**config.mk**
```make
export PLATFORM = sky130hd
export DESIGN_NAME = stopwatch_ctrl
export DESIGN_NICKNAME = d
export VERILOG_FILES = /design/src/rtl/stopwatch_ctrl.sv
export SDC_FILE = /design/constraint.sdc
export NUM_CORES = 1
export LEC_CHECK = 0
export BUFFER_PORTS_ARGS = -buffer_cell sky130_fd_sc_hd__buf_2
export CAP_MARGIN = 0
export CORE_MARGIN = 2
export CORE_UTILIZATION = 50
export CTS_BUF_LIST = sky130_fd_sc_hd__clkbuf_4 sky130_fd_sc_hd__clkbuf_8 sky130_fd_sc_hd__clkbuf_16
export CTS_CLUSTER_DIAMETER = 80
export DETAILED_ROUTE_END_ITERATION = 10
export GPL_ROUTABILITY_DRIVEN = 0
export MAX_ROUTING_LAYER = met4
export PLACE_DENSITY = 0.68
export RECOVER_POWER = 25
export SETUP_SLACK_MARGIN = 0.02
export SYNTH_ARGS = -nofsm -noshare
export SYNTH_HDL_FRONTEND = slang
export SYNTH_SLANG_ARGS = --single-unit
```
**constraint.sdc**
```tcl
create_clock -name Clk -period 4.2 [get_ports Clk]
set_input_delay 0.21 -clock Clk [delete_from_list [all_inputs] [get_ports Clk]]
set_output_delay 0.21 -clock Clk [all_outputs]
set_load 0.1 [all_outputs]
```
**src/rtl/stopwatch_ctrl.sv**
```systemverilog
// Button sequencer for the stop_watch counter: synchronises and debounces two
// push-buttons, runs the Idle/Run/Lap/Pause FSM and gates the count tick.
module stopwatch_ctrl #(
   parameter int unsigned DB_CYCLES = 20,
   parameter int unsigned TICK_DIV  = 100
) (
   input  logic       Clk,
   input  logic       rst,
   input  logic       btn_ss,
   input  logic       btn_lap,
   output logic       run,
   output logic       tick,
   output logic       clr,
   output logic       freeze,
   output logic [1:0] state
);

   localparam int unsigned DB_W   = $clog2(DB_CYCLES);
   localparam int unsigned TICK_W = $clog2(TICK_DIV);
   localparam logic [DB_W-1:0]   DB_LAST   = DB_W'(DB_CYCLES - 1);
   localparam logic [TICK_W-1:0] TICK_LAST = TICK_W'(TICK_DIV - 1);

   typedef enum logic [1:0] {
      S_IDLE  = 2'b00,
      S_RUN   = 2'b01,
      S_LAP   = 2'b10,
      S_PAUSE = 2'b11
   } state_t;

   // bit 0 = start/stop, bit 1 = lap
   logic [1:0]      sync1;
   logic [1:0]      sync2;
   logic [1:0]      lvl;
   logic [DB_W-1:0] db_cnt [2];
   logic [1:0]      press_c;

   state_t            state_q;
   state_t            state_d;
   logic              run_d;
   logic              freeze_d;
   logic              clr_d;
   logic              tick_d;
   logic [TICK_W-1:0] tick_cnt;
   logic [TICK_W-1:0] tick_cnt_d;
   logic              ss_ev;
   logic              lap_ev;

   // Synchroniser and debouncer; the level flips after DB_CYCLES consecutive mismatches.
   always_ff @(posedge Clk) begin
      if (rst) begin
         sync1 <= '0;
         sync2 <= '0;
         lvl   <= '0;
         for (int i = 0; i < 2; i++) db_cnt[i] <= '0;
      end else begin
         sync1 <= {btn_lap, btn_ss};
         sync2 <= sync1;
         for (int i = 0; i < 2; i++) begin
            if (sync2[i] != lvl[i]) begin
               if (db_cnt[i] == DB_LAST) begin
                  lvl[i]    <= sync2[i];
                  db_cnt[i] <= '0;
               end else begin
                  db_cnt[i] <= db_cnt[i] + DB_W'(1);
               end
            end else begin
               db_cnt[i] <= '0;
            end
         end
      end
   end

   // Press event fires on the edge where the debounced level rises.
   always_comb begin
      press_c = '0;
      for (int i = 0; i < 2; i++)
         press_c[i] = sync2[i] & ~lvl[i] & (db_cnt[i] == DB_LAST);
   end

   assign ss_ev  = press_c[0];
   assign lap_ev = press_c[1] & ~press_c[0];

   // Next state, registered outputs and tick divider.
   always_comb begin
      state_d    = state_q;
      clr_d      = 1'b0;
      tick_d     = 1'b0;
      tick_cnt_d = tick_cnt;
      case (state_q)
         S_IDLE: begin
            if (ss_ev)       state_d = S_RUN;
            else if (lap_ev) clr_d   = 1'b1;
         end
         S_RUN: begin
            if (ss_ev)       state_d = S_PAUSE;
            else if (lap_ev) state_d = S_LAP;
         end
         S_LAP: begin
            if (ss_ev)       state_d = S_PAUSE;
            else if (lap_ev) state_d = S_RUN;
         end
         S_PAUSE: begin
            if (ss_ev) begin
               state_d = S_RUN;
            end else if (lap_ev) begin
               state_d = S_IDLE;
               clr_d   = 1'b1;
            end
         end
         default: state_d = S_IDLE;
      endcase
      run_d    = (state_d == S_RUN) || (state_d == S_LAP);
      freeze_d = (state_d == S_LAP);
      // Only cycles that stay running advance, so a pause edge never ticks.
      if (clr_d) begin
         tick_cnt_d = '0;
      end else if (run && run_d) begin
         if (tick_cnt == TICK_LAST) begin
            tick_cnt_d = '0;
            tick_d     = 1'b1;
         end else begin
            tick_cnt_d = tick_cnt + TICK_W'(1);
         end
      end
   end

   always_ff @(posedge Clk) begin
      if (rst) begin
         state_q  <= S_IDLE;
         run      <= 1'b0;
         freeze   <= 1'b0;
         clr      <= 1'b0;
         tick     <= 1'b0;
         tick_cnt <= '0;
      end else begin
         state_q  <= state_d;
         run      <= run_d;
         freeze   <= freeze_d;
         clr      <= clr_d;
         tick     <= tick_d;
         tick_cnt <= tick_cnt_d;
      end
   end

   assign state = state_q;

endmodule

```
== After elaboration in Yosys (flattened, before gate mapping) ==
Memories as Yosys holds them, arrays and structs flattened.
Index checks and enable logic that the tools add are counted.

* Register bits after elaboration: 19
* Memory bits (writable): 10
* Bits of input ports: 4
* Output and inout port bits: 6
* Word-level logic and storage cells: 90
* Memories: 1

* Add/subtract/negate cells: 3
* Equal/unequal tests: 10
* Muxes and demuxes: 43
* Bitwise logic cells: 15
* Reductions and logical operators: 8

{| class="wikitable"
|+ Memory list
! memory !! words !! width !! read ports !! clocked after Yosys merged registers in !! write ports !! line !! text
|-
| db_cnt || 2 || 5 || 2 || 0 || 2 || 34 || <nowiki>logic [DB_W-1:0] db_cnt [2];</nowiki>
|}

{| class="wikitable"
|+ Operators by type and width
! cell !! number
|-
| $mux 5 || 6
|-
| $mux 1 || 28
|-
| $mux 2 || 7
|-
| $add 5x1->5 const B || 2
|-
| $eq 5x5->1 const B || 2
|-
| $pmux 2 s4 || 1
|-
| $add 7x1->7 const B || 1
|-
| $eq 7x7->1 const B || 1
|-
| $mux 7 || 1
|-
| $eq 2x2->1 const B || 3
|-
| $or 1x1->1 || 6
|-
| $and 1x1->1 || 5
|-
| $eq 2x1->1 const B || 2
|-
| $not 1->1 || 4
|-
| $reduce_and 2->1 || 2
|-
| $reduce_or 2->1 || 2
|-
| $reduce_or 3->1 || 1
|-
| $logic_not 2->1 || 1
|-
| $ne 1x1->1 || 2
|-
| $logic_and 1x1->1 || 1
|-
| $logic_or 1x1->1 || 1
|}

== Longest topological paths before layout ==
Gate-level depths: netlist of run 1.

* Depth after elaboration: 13
* Depth in mapped cells: 9

== Least setup slack after synthesis of run 1 ==
OpenSTA, ideal clock, no wires.

* Path kind: register -> register
* Start: register state_q[0] (netlist: state[0])
* End: register tick_cnt[6]
* Data arrival time: 2.996 ns
* Path slack: 1.118 ns
* Cell stages (with the launch flop): 9
* Path buffers: 0
* Period minus slack after synthesis: 3.082 ns
* Cells stage by stage: dfxtp_1 -> inv_1 -> ha_1 -> nand4b_1 -> a31o_2 -> ha_1 -> nand4b_1 -> or3_1 -> a211oi_1

* Word-level cells in the longest chain between the ends: 6

{| class="wikitable"
|+ RTL lines
! item !! line !! text
|-
| start, declared || 37 || <nowiki>state_t state_q;</nowiki>
|-
| start signal, assigned || 136 || <nowiki>state_q <= state_d;</nowiki>
|-
| $mux 2, on equally long branches || 105, 100, 96 ||
|-
| $mux 2, on equally long branches || 103, 95, 99 ||
|-
| $pmux 2 s4 || 89 || <nowiki>case (state_q)</nowiki>
|-
| $eq 2x1->1 / $eq 2x2->1 (equally long branches) || 112 || <nowiki>run_d = (state_d == S_RUN) || (state_d == S_LAP);</nowiki>
|-
| $logic_or 1x1->1 || 112 ||
|-
| $logic_and 1x1->1 || 117 || <nowiki>end else if (run && run_d) begin</nowiki>
|-
| end signal, assigned || 141 || <nowiki>tick_cnt <= tick_cnt_d;</nowiki>
|-
| end, declared || 43 || <nowiki>logic [TICK_W-1:0] tick_cnt;</nowiki>
|}

Parallel ways exist; a longest one is shown, timed or not.
A chain may end at the register's enable or synchronous reset.

==> impl_metrics.csv, run 1 <==
group,metric,value,unit
final_layout,most_common_library_cell_in_the_layout_ignoring_fill_and_taps,"sky130_fd_sc_hd__dfxtp_1",
drt,viasPerCell,5.372,
global_routing,globalRoute.totalOverflow,0,
sta,slew_violations,0,
synth,synth_async_sr_flop_share,0,%
sta,grt_setup_unrepaired,"false",
drt,first_iter_violations,28,
setup_path,cp_cell_sequence,"ha_1 -> and4bb_1 -> nand4b_1 -> a31o_2 -> ha_1 -> nand4b_1 -> o21bai_1 -> nor3_1",
floorplan,starting_density_of_the_core,52.04,%
setup_path,endpoint_arrival_time_on_the_critical_path,2870,ps
clock_tree,cts.root.buffer_cell,"sky130_fd_sc_hd__clkbuf_4",
synth,yosys_warnings,0,
global_routing,grt_start_max_net_pins,17,
flow_run,drv.max_cap_violation_count,0,
floorplan,rows,19,
setup_path,critical_path.max_stage_delay,460,ps
synth,syn-mean-instance-area,10.78,µm²
final_layout,final_core_utilization,58.03,%
setup_path,timing.critical_path.fanout_max,6,
sta,worst_pin_slew,1162,ps
clock_tree,clk_pin_slew_worst_paths,100,ps
synth,synth.yosys.seq_area_share,47.85,%
clock_tree,post-cts-setup-buffers,0,
setup_path,crit_slowest_cell,"sky130_fd_sc_hd__o21bai_1",
synth,syn_inst,132,
pwr,vdd_ir_drop_max,0.2565,mV
pwr,p_per_area,307.1,mW/mm²
sta,final.setup.tns,0,ps
synth,synthesis.area,0.001423,mm²
placement,portbufs,9,
clock_tree,numClockSinks,29,
global_routing,first_pass_grt_wire_length,4174,µm
global_routing,first_global_vias,996,
final_layout,final_design_area_no_fill,0.001587,mm²
synth,ys_seq_elements,29,
clock_tree,htreeDepth,2,
drt,drt_wl_total,2400,µm
drt,num_vias,1010,
setup_path,timing_worst_setup_path_type,"reg -> reg",
final_layout,final_net_count,170,
sta,post-route-min-period,2667,ps
final_layout,area_used_by_multi_input_combinational_logic,730.7,µm²
sta,max-slew-margin-rel,22.90,%
clock_tree,ctsResizeCount,0,
final_layout,area.growth.synth_to_final,11.52,%
pwr,cell_leakage_power,0.5880,nW
drt,drt_drc_violations_left,0,
drt,dr.pass1.iters,4,
setup_path,worst_setup_path_start_kind,"register",
setup_path,worst_setup_path_end_kind,"register",
sta,final_hold_viol_count,0,
drt,ant_nets,0,
placement,placed_cell_area,0.001536,mm²
global_routing,number_of_antenna_violations_at_the_first_check_in_global_routing,0,
sta,finalCritPeriodShare,63.49,%
clock_tree,tritoncts,"done",
synth,synth_cell_type_count,37,
drt,wire_per_inst,12.77,µm
global_routing,globalRouteTotalUtil,17.92,%
floorplan,core-area,0.002734,mm²
clock_tree,num_cts_buffers,5,
synth,number_of_synthesized_flops_with_an_enable_pin,10,
floorplan,die_width,57.34,µm
final_layout,final-seq-area,680.7,µm²
sta,postLayoutSetupSlackWorst,1533,ps
final_layout,drive_above_1_share,13.38,%
floorplan,fp.dieH,57.34,µm
setup_path,cp_data_required_time,4400,ps
final_layout,most-common-layout-cells,"sky130_fd_sc_hd__dfxtp_1, sky130_fd_sc_hd__nor2_1, sky130_fd_sc_hd__ha_1, sky130_fd_sc_hd__edfxtp_1, sky130_fd_sc_hd__conb_1",
sta,setup_viol,0,
clock_tree,ctsLongestPathBuffers,2,
min_path,min-delay-path-class,"in -> reg",
clock_tree,worst_skew_pair.late_latency,330,ps
clock_tree,cts_hold_repair.buffers,0,
final_layout,count_of_inserted_antenna_diode_cells,0,
sta,skew,4.912,ps
floorplan,fp.dieArea,0.003288,mm²
placement,preCtsSetupSlack,1553,ps
synth,postSynth.topFlopCell,"sky130_fd_sc_hd__dfxtp_1",
floorplan,ioPinCount,10,
outcome,status,"completed",
placement,estimated_wirelength_of_the_detail_placed_design,1774,µm
final_layout,fillCellCount,238,
sta,fmax,375.0,MHz
## per-stage QoR
step                hold WS, ps  total power, mW  instances
finish                    83.81           0.4873        188
global route              78.56           0.5116        188
CTS                       61.38           0.4948        188
detailed placement        424.1           0.3276        180
global placement          418.0           0.3264        180
floorplan                 281.6           0.3219        141
## per-layer routing
metal / share of wire [%] / up-vias / track usage, %
met5: 0 / - / -
met4: 2.4 / 0 / 10.96
met3: 5.2 / 8 / 6.122
met2: 45 / 22 / 26.79
met1: 47 / 463 / 20.58
li1: - / 517 / -
## registers in the layout (all words and copies together) (netlist names)
signal / cells
sync2: 2
clr: 1
state: 2
freeze: 1
tick: 1
sync1: 2
run: 1
db_cnt: 10
tick_cnt: 7
lvl: 2
## cells in the mapped netlist (4+ instances only)
cell type	count	area (µm²)
sky130_fd_sc_hd__o21ai_0	7	35.03
sky130_fd_sc_hd__ha_1	10	125.1
sky130_fd_sc_hd__or3_1	5	31.28
sky130_fd_sc_hd__nand3_1	6	30.03
sky130_fd_sc_hd__edfxtp_1	10	300.3
sky130_fd_sc_hd__nor2b_1	7	43.79
sky130_fd_sc_hd__inv_1	9	33.78
sky130_fd_sc_hd__a211oi_1	4	30.03
sky130_fd_sc_hd__xnor2_1	4	35.03
sky130_fd_sc_hd__xor2_1	4	35.03
sky130_fd_sc_hd__dfxtp_1	19	380.4
sky130_fd_sc_hd__nor2_1	11	41.29
## kinds of logic (layout without fill, tap and decap cells)
family	Yosys count	count (layout)	share of synthesized area, %
simple gates	48	48	21.28
flops	29	29	47.85
mux	2	2	1.407
other cells	1	10	0.2636
compound gates	23	23	12.31
xor+xnor	8	8	4.925
fa+ha+maj	10	10	8.795
buf+inv	11	27	3.166
## path summary, 6_finish.rpt
| path | to | slack (ps) | start | depth (start not counted) |
|---|---|---|---|---|
| min | sync1[1] | 80 | btn_lap | 2 |
| min reg2reg | sync2[1] | 460 | sync1[1] | 1 |
| max reg2reg | tick_cnt[0] | 1530 | db_cnt[1][0] | 8 |
| max | tick_cnt[0] | 1530 | db_cnt[1][0] | 8 |
## critical path: cells and delay by family, from the launching register on
family | cells | cell delay [ps]
AO/OA/AOI/OAI | 2 | 740
adder cells (fa/ha/maj) | 2 | 620
flip-flops | 1 | 390
AND/OR/NAND/NOR | 4 | 790
## power by group
group | internal (mW) | leakage, nW | switching [mW]
registers | 0.296 | 0.257 | 0.00445
clock network | 0.0629 | 0.0310 | 0.103
logic | 0.00866 | 0.300 | 0.0120
total | 0.368 | 0.588 | 0.120
## final cells by class
type / count / share of cell area [%]
Multi-Input combinational cell: 101 / 46.06
Timing Repair Buffer: 10 / 2.997
Tap cell: 31 / 2.445
Clock inverter: 3 / 1.104
Clock buffer: 5 / 2.366
Sequential cell: 29 / 42.90
Inverter: 9 / 2.129
Note: power is estimated with default switching activity, not from simulation.
==> run 2: changes to the inputs <==
--- a/config.mk
+++ b/config.mk
@@ -5,6 +5,7 @@
 export SDC_FILE = /design/constraint.sdc
 export NUM_CORES = 1
 export LEC_CHECK = 0
+export ABC_AREA = 1
 export BUFFER_PORTS_ARGS = -buffer_cell sky130_fd_sc_hd__buf_2
 export CAP_MARGIN = 0
 export CORE_MARGIN = 2
@@ -14,7 +15,7 @@
 export DETAILED_ROUTE_END_ITERATION = 10
 export GPL_ROUTABILITY_DRIVEN = 0
 export MAX_ROUTING_LAYER = met4
-export PLACE_DENSITY = 0.68
+export PLACE_DENSITY = 0.71
 export RECOVER_POWER = 25
 export SETUP_SLACK_MARGIN = 0.02
 export SYNTH_ARGS = -nofsm -noshare
==> constraint.sdc (replaced) <==
create_clock -name Clk -period 2.44 [get_ports Clk]
set_input_delay 0.122 -clock Clk [delete_from_list [all_inputs] [get_ports Clk]]
set_output_delay 0.122 -clock Clk [all_outputs]
set_load 0.1 [all_outputs]
==> impl_metrics.csv, run 2 <==
group,metric,value,unit
drt,ant_nets,0,
final_layout,final_net_count,226,
synth,postSynth.topFlopCell,"sky130_fd_sc_hd__dfxtp_1",
clock_tree,cts.root.buffer_cell,"sky130_fd_sc_hd__clkbuf_4",
clock_tree,clk_pin_slew_worst_paths,100,ps
final_layout,largest_reg_flops,10,
sta,max-slew-margin-rel,22.15,%
setup_path,worst_setup_path_end_kind,"register",
floorplan,core-area,0.002781,mm²
sta,slew_violations,0,
placement,estimated_wirelength_of_the_detail_placed_design,1850,µm
min_path,min-delay-path-class,"in -> reg",
drt,first_iter_violations,28,
final_layout,count_of_inserted_antenna_diode_cells,0,
clock_tree,tritoncts,"done",
pwr,comb_power_share,5.3,%
clock_tree,htreeDepth,2,
pwr,p_per_area,486.7,mW/mm²
clock_tree,ctsLongestPathBuffers,2,
final_layout,largest_register,"db_cnt",
setup_path,r2r_start,"db_cnt[0][0]",
drt,viasPerCell,4.807,
clock_tree,num_cts_buffers,5,
setup_path,r2r_cells,16,
synth,syn-mean-instance-area,8.185,µm²
final_layout,area_used_by_multi_input_combinational_logic,728.2,µm²
synth,yosys_warnings,0,
drt,drt_wl_total,2562,µm
min_path,hold-path-endpoint,"state[1]",
floorplan,ioPinCount,10,
final_layout,final_design_area_no_fill,0.001748,mm²
setup_path,crit_family,"simple AND/OR/NAND/NOR gates",
flow_run,drv.max_cap_violation_count,0,
floorplan,die_width,58.13,µm
setup_path,r2r_path_end,"tick_cnt[5]",
setup_path,crit_slowest_cell,"sky130_fd_sc_hd__edfxtp_1",
final_layout,drive_above_1_share,21.13,%
synth,post-synth-top-area-cell,"sky130_fd_sc_hd__dfxtp_1",
sta,post-route-min-period,2264,ps
pwr,power_switching,203.2,µW
sta,skew,11.02,ps
pwr,vdd_ir_drop_max,0.5049,mV
synth,post-synth-top-area-fraction,25.96,%
global_routing,number_of_antenna_violations_at_the_first_check_in_global_routing,0,
sta,final_hold_viol_count,0,
outcome,status,"completed",
setup_path,cp_cell_sequence,"ha_2 -> inv_1 -> nor2_1 -> nand3_2 -> a21oi_1 -> nor2_1 -> nand2_2 -> inv_1 -> ha_4 -> nor2_4 -> nand2_1 -> nor2_2 -> nand3_1 -> nand2_1 -> nand2_1 -> nor2_1",
final_layout,fillCellCount,250,
global_routing,grt_start_max_net_pins,11,
setup_path,critical_path.max_stage_delay,390,ps
drt,wire_per_inst,10.50,µm
pwr,cell_internal_pwr,647.5,µW
synth,synth.yosys.seq_area_share,46.46,%
floorplan,starting_density_of_the_core,52.68,%
final_layout,area.growth.synth_to_final,19.30,%
clock_tree,numClockSinks,29,
min_path,min_from,"rst",
pwr,power.clock.fraction,34.0,%
floorplan,fp.dieArea,0.003379,mm²
final_layout,largest_registers,"db_cnt x10, tick_cnt x7",
setup_path,endpoint_arrival_time_on_the_critical_path,2530,ps
global_routing,globalRoute.totalOverflow,0,
global_routing,first_pass_grt_wire_length,4443,µm
min_path,hold-path-cell-count,2,
final_layout,final-seq-area,685.7,µm²
synth,syn_inst,179,
pwr,power_switching_share,23.89,%
final_layout,most_common_library_cell_in_the_layout_ignoring_fill_and_taps,"sky130_fd_sc_hd__inv_1",
setup_path,worstPathBufferInverterCount,2,
global_routing,first_global_vias,1116,
final_layout,most-common-layout-cells,"sky130_fd_sc_hd__inv_1, sky130_fd_sc_hd__nor2_1, sky130_fd_sc_hd__nand2_1, sky130_fd_sc_hd__dfxtp_1, sky130_fd_sc_hd__nand3_1",
drt,drt_drc_violations_left,0,
final_layout,final_cells,244,
synth,leading_cell_type_by_number_of_instances_after_synthesis,"sky130_fd_sc_hd__inv_1",
sta,final.setup.tns,0,ps
placement,portbufs,9,
sta,worst_pin_slew,1173,ps
sta,setup_viol,0,
synth,number_of_synthesized_flops_with_an_enable_pin,10,
floorplan,rows,19,
setup_path,worst_setup_path_start_kind,"register",
drt,num_vias,1173,
pwr,p_seq_share,60.7,%
synth,ys_seq_elements,29,
placement,placed_cell_area,0.001580,mm²
global_routing,globalRouteTotalUtil,18.29,%
synth,synthesis.area,0.001465,mm²
sta,worst_hold_slack,75.85,ps
setup_path,timing_worst_setup_path_type,"reg -> reg",
synth,yosys-top-cells-area,"sky130_fd_sc_hd__dfxtp_1, sky130_fd_sc_hd__edfxtp_1, sky130_fd_sc_hd__ha_1",
clock_tree,worst_skew_pair.late_latency,330,ps
drt,dr.pass1.iters,4,
synth,synth_async_sr_flop_share,0,%
synth,netlist_top_cells_count,"sky130_fd_sc_hd__inv_1, sky130_fd_sc_hd__nor2_1, sky130_fd_sc_hd__nand2_1",
setup_path,timing.critical_path.fanout_max,5,
sta,finalCritPeriodShare,92.78,%
pwr,cell_leakage_power,0.7742,nW
floorplan,fp.dieH,58.13,µm
setup_path,cp_data_required_time,2700,ps
sta,fmax,441.7,MHz
setup_path,reg2reg_setup_slack,180,ps
final_layout,final_core_utilization,62.84,%
placement,placed_cells,227,
synth,synth_cell_type_count,23,
[run 2: power groups by stage]
| stage | logic (mW) | registers (mW) | clock network [mW] |
|---|---|---|---|
| floorplan | 0.0295 | 0.526 | 0 |
| global placement | 0.0357 | 0.527 | 0 |
| detailed placement | 0.0368 | 0.528 | 0 |
| CTS | 0.0409 | 0.516 | 0.302 |
| global route | 0.0524 | 0.518 | 0.316 |
| finish | 0.0450 | 0.516 | 0.289 |
[run 2: kinds of logic (layout without fill, tap and decap cells)]
group           Yosys count  after routing  share of synthesized area (%)
xor+xnor                  6              6                          3.587
other cells               1             10                         0.2559
buf+inv                  35             60                          9.223
simple gates             87             87                          27.58
compound gates           11             11                          4.355
fa+ha+maj                10             10                          8.540
flops                    29             29                          46.46
[run 2: metrics by stage]
stage | worst slack [ps] | total power, mW
5_1_grt | -12.85 | 0.8862
4_1_cts | 42.18 | 0.8594
6_report | 176.2 | 0.8507
3_3_place_gp | 134.2 | 0.5626
3_5_place_dp | 2.486 | 0.5645
2_1_floorplan | 54.97 | 0.5554
[run 2: worst max path at each step]
stage,from,endpoint,slack (ps),cells past startpoint
after global placement,db_cnt[1][0],tick_cnt[6],130,17
after CTS,db_cnt[1][1],tick_cnt[6],40,17
after global routing,db_cnt[1][1],tick_cnt[5],-10,18
final,db_cnt[0][0],tick_cnt[5],180,16
after detailed placement,db_cnt[1][0],tick_cnt[6],2,17
after floorplan,state[1],tick_cnt[6],50,15
[run 2: area by class of cell]
| class | instances | area share (%) |
|---|---|---|
| clock buffer | 6 | 2.577 |
| multi-input combinational | 124 | 41.66 |
| inverter | 34 | 7.301 |
| sequential | 29 | 39.23 |
| timing repair buffer | 18 | 6.442 |
| clock inverter | 2 | 0.5727 |
| tap | 31 | 2.219 |
[run 2: timing repair]
| action | 4_1_cts | 5_1_grt |
|---|---|---|
| hold endpoints to repair | 2 | 0 |
| setup endpoints to repair | 2 | 7 |
| setup buffers | 2 | 5 |
| hold buffers | 2 | 0 |
| gates resized for setup | 0 | 11 |
| pin swaps | 2 | 7 |
[run 2: per-layer routing]
metal | global-route usage (%) | wire, µm | vias to the layer above
met2 | 30.19 | 1317 | 24
met4 | 8.970 | 38 | 0
met1 | 19.66 | 1107 | 529
met5 | - | 0 | -
li1 | - | - | 614
met3 | 6.027 | 98 | 6
==> run 3: changes to the inputs <==
==> constraint.sdc (replaced) <==
create_clock -name Clk -period 2.44 [get_ports Clk]
set_input_delay 0.61 -clock Clk [delete_from_list [all_inputs] [get_ports Clk]]
set_output_delay 0.61 -clock Clk [all_outputs]
set_load 0.1 [all_outputs]
==> impl_metrics.csv, run 3 (synthesis gave the netlist of run 2 again) <==
group,metric,value,unit
outcome,status,"completed",
global_routing,globalRoute.totalOverflow,0,
pwr,power_switching,204.8,µW
clock_tree,numClockSinks,29,
clock_tree,num_cts_buffers,5,
drt,dr.pass1.iters,7,
final_layout,final-seq-area,685.7,µm²
floorplan,fp.dieArea,0.003379,mm²
pwr,p_seq_share,60.7,%
drt,first_iter_violations,35,
floorplan,die_width,58.13,µm
final_layout,most-common-layout-cells,"sky130_fd_sc_hd__inv_1, sky130_fd_sc_hd__nor2_1, sky130_fd_sc_hd__nand2_1, sky130_fd_sc_hd__dfxtp_1, sky130_fd_sc_hd__nand3_1",
final_layout,largest_registers,"db_cnt x10, tick_cnt x7",
pwr,p_per_area,491.4,mW/mm²
setup_path,crit_slowest_cell,"sky130_fd_sc_hd__edfxtp_1",
pwr,cell_internal_pwr,644.9,µW
floorplan,starting_density_of_the_core,52.68,%
final_layout,most_common_library_cell_in_the_layout_ignoring_fill_and_taps,"sky130_fd_sc_hd__inv_1",
sta,setup_viol,0,
floorplan,core-area,0.002781,mm²
pwr,comb_power_share,4.9,%
placement,placed_cells,227,
pwr,power.clock.fraction,34.3,%
drt,num_vias,1164,
floorplan,ioPinCount,10,
drt,wire_per_inst,10.62,µm
clock_tree,tritoncts,"done",
final_layout,largest_reg_flops,10,
global_routing,first_pass_grt_wire_length,4409,µm
floorplan,fp.dieH,58.13,µm
global_routing,number_of_antenna_violations_at_the_first_check_in_global_routing,0,
global_routing,grt_start_max_net_pins,11,
drt,ant_nets,0,
sta,final.setup.tns,0,ps
pwr,cell_leakage_power,0.7827,nW
setup_path,reg2reg_setup_slack,160,ps
setup_path,cp_data_required_time,2700,ps
sta,finalCritPeriodShare,93.42,%
setup_path,worst_setup_path_end_kind,"register",
drt,drt_drc_violations_left,0,
final_layout,fillCellCount,252,
setup_path,worstPathBufferInverterCount,2,
placement,estimated_wirelength_of_the_detail_placed_design,1850,µm
placement,preCtsSetupSlack,2.486,ps
final_layout,drive_above_1_share,22.27,%
setup_path,worst_setup_path_start_kind,"register",
global_routing,first_global_vias,1107,
pwr,vdd_ir_drop_max,0.5053,mV
clock_tree,clk_pin_slew_worst_paths,100,ps
global_routing,globalRouteTotalUtil,18.14,%
setup_path,crit_family,"simple AND/OR/NAND/NOR gates",
setup_path,endpoint_arrival_time_on_the_critical_path,2540,ps
sta,skew,12.21,ps
final_layout,area.growth.synth_to_final,18.02,%
setup_path,cp_cell_sequence,"ha_2 -> inv_1 -> nor2_1 -> nand3_2 -> a21oi_1 -> nor2_1 -> nand2_2 -> inv_1 -> ha_4 -> nor2_4 -> nand2_1 -> nor2_2 -> nand3_1 -> nand2_1 -> nand2_1 -> nor2_1",
final_layout,area_used_by_multi_input_combinational_logic,725.7,µm²
placement,portbufs,9,
sta,postLayoutSetupSlackWorst,160.5,ps
sta,slew_violations,0,
setup_path,timing_worst_setup_path_type,"reg -> reg",
final_layout,final_net_count,224,
pwr,power_switching_share,24.10,%
final_layout,count_of_inserted_antenna_diode_cells,0,
floorplan,rows,19,
drt,drt_wl_total,2569,µm
sta,fmax,438.7,MHz
sta,post-route-min-period,2279,ps
final_layout,final_core_utilization,62.17,%
setup_path,timing.critical_path.fanout_max,5,
final_layout,final_cells,242,
sta,final_hold_viol_count,0,
setup_path,critical_path.max_stage_delay,390,ps
clock_tree,worst_skew_pair.late_latency,330,ps
clock_tree,htreeDepth,2,
clock_tree,ctsLongestPathBuffers,2,
final_layout,largest_register,"db_cnt",
flow_run,drv.max_cap_violation_count,0,
min_path,min-delay-path-class,"reg -> reg",
clock_tree,cts.root.buffer_cell,"sky130_fd_sc_hd__clkbuf_4",
drt,viasPerCell,4.810,
## run 3: cell count changes in the layout (fill, tap and decap cells not counted)
cell,change
sky130_fd_sc_hd__dlygate4sd3_1,-2
sky130_fd_sc_hd__buf_2,+3
sky130_fd_sc_hd__clkbuf_1,-3
sky130_fd_sc_hd__ha_1,+1
sky130_fd_sc_hd__ha_2,-1
## run 3: what timing repair did
action                     4_1_cts  5_1_grt
resized for setup                0       11
buffers inserted                 2        5
hold buffers                     0        0
setup endpoints to repair        2        7
pin swaps                        2        7
## run 3: metal layers
metal  track usage, %  vias up  share of wire [%]
li1                 -      610                  -
met1            19.52      532                 45
met2            29.87       16                 50
met3            6.027        6                3.0
met4            8.970        0                2.1
met5                -        -                  0
## run 3: area by class of cell
cell class / count / share of cell area, %
clock buffers: 6 / 2.605
flip-flops and latches: 29 / 39.65
multi-input cells: 124 / 41.97
inverters: 34 / 7.381
repair buffers: 16 / 5.572
clock inverters: 2 / 0.5789
well taps: 31 / 2.243
## run 3: worst min-delay path: stages, from the launching register on
cell and delay, ps:
sky130_fd_sc_hd__dfxtp_1 310, sky130_fd_sc_hd__inv_1 40, sky130_fd_sc_hd__nor2_1 30
## run 3: power by group through the flow
stage / registers (mW) / logic, mW / clock network, mW
final: 0.516 / 0.0420 / 0.292
after global routing: 0.518 / 0.0492 / 0.316
after CTS: 0.516 / 0.0385 / 0.302
after detailed placement: 0.528 / 0.0368 / 0
after global placement: 0.527 / 0.0357 / 0
after floorplan: 0.526 / 0.0295 / 0
## run 3: metrics by stage
stage                     area, µm²  hold WS [ps]  power (mW)
after global placement         1580         390.6      0.5626
after global routing           1729         446.2      0.8830
final                          1729         409.8      0.8497
after detailed placement       1580         397.5      0.5645
after CTS                      1650         410.2      0.8570
after floorplan                1504         388.3      0.5554
## run 3: final timing paths
check	from	end	depth (start not counted)
max	db_cnt[0][0]	tick_cnt[5]	16
min	sync1[0]	sync2[0]	2
max reg2reg	db_cnt[0][0]	tick_cnt[5]	16
min reg2reg	sync1[0]	sync2[0]	2
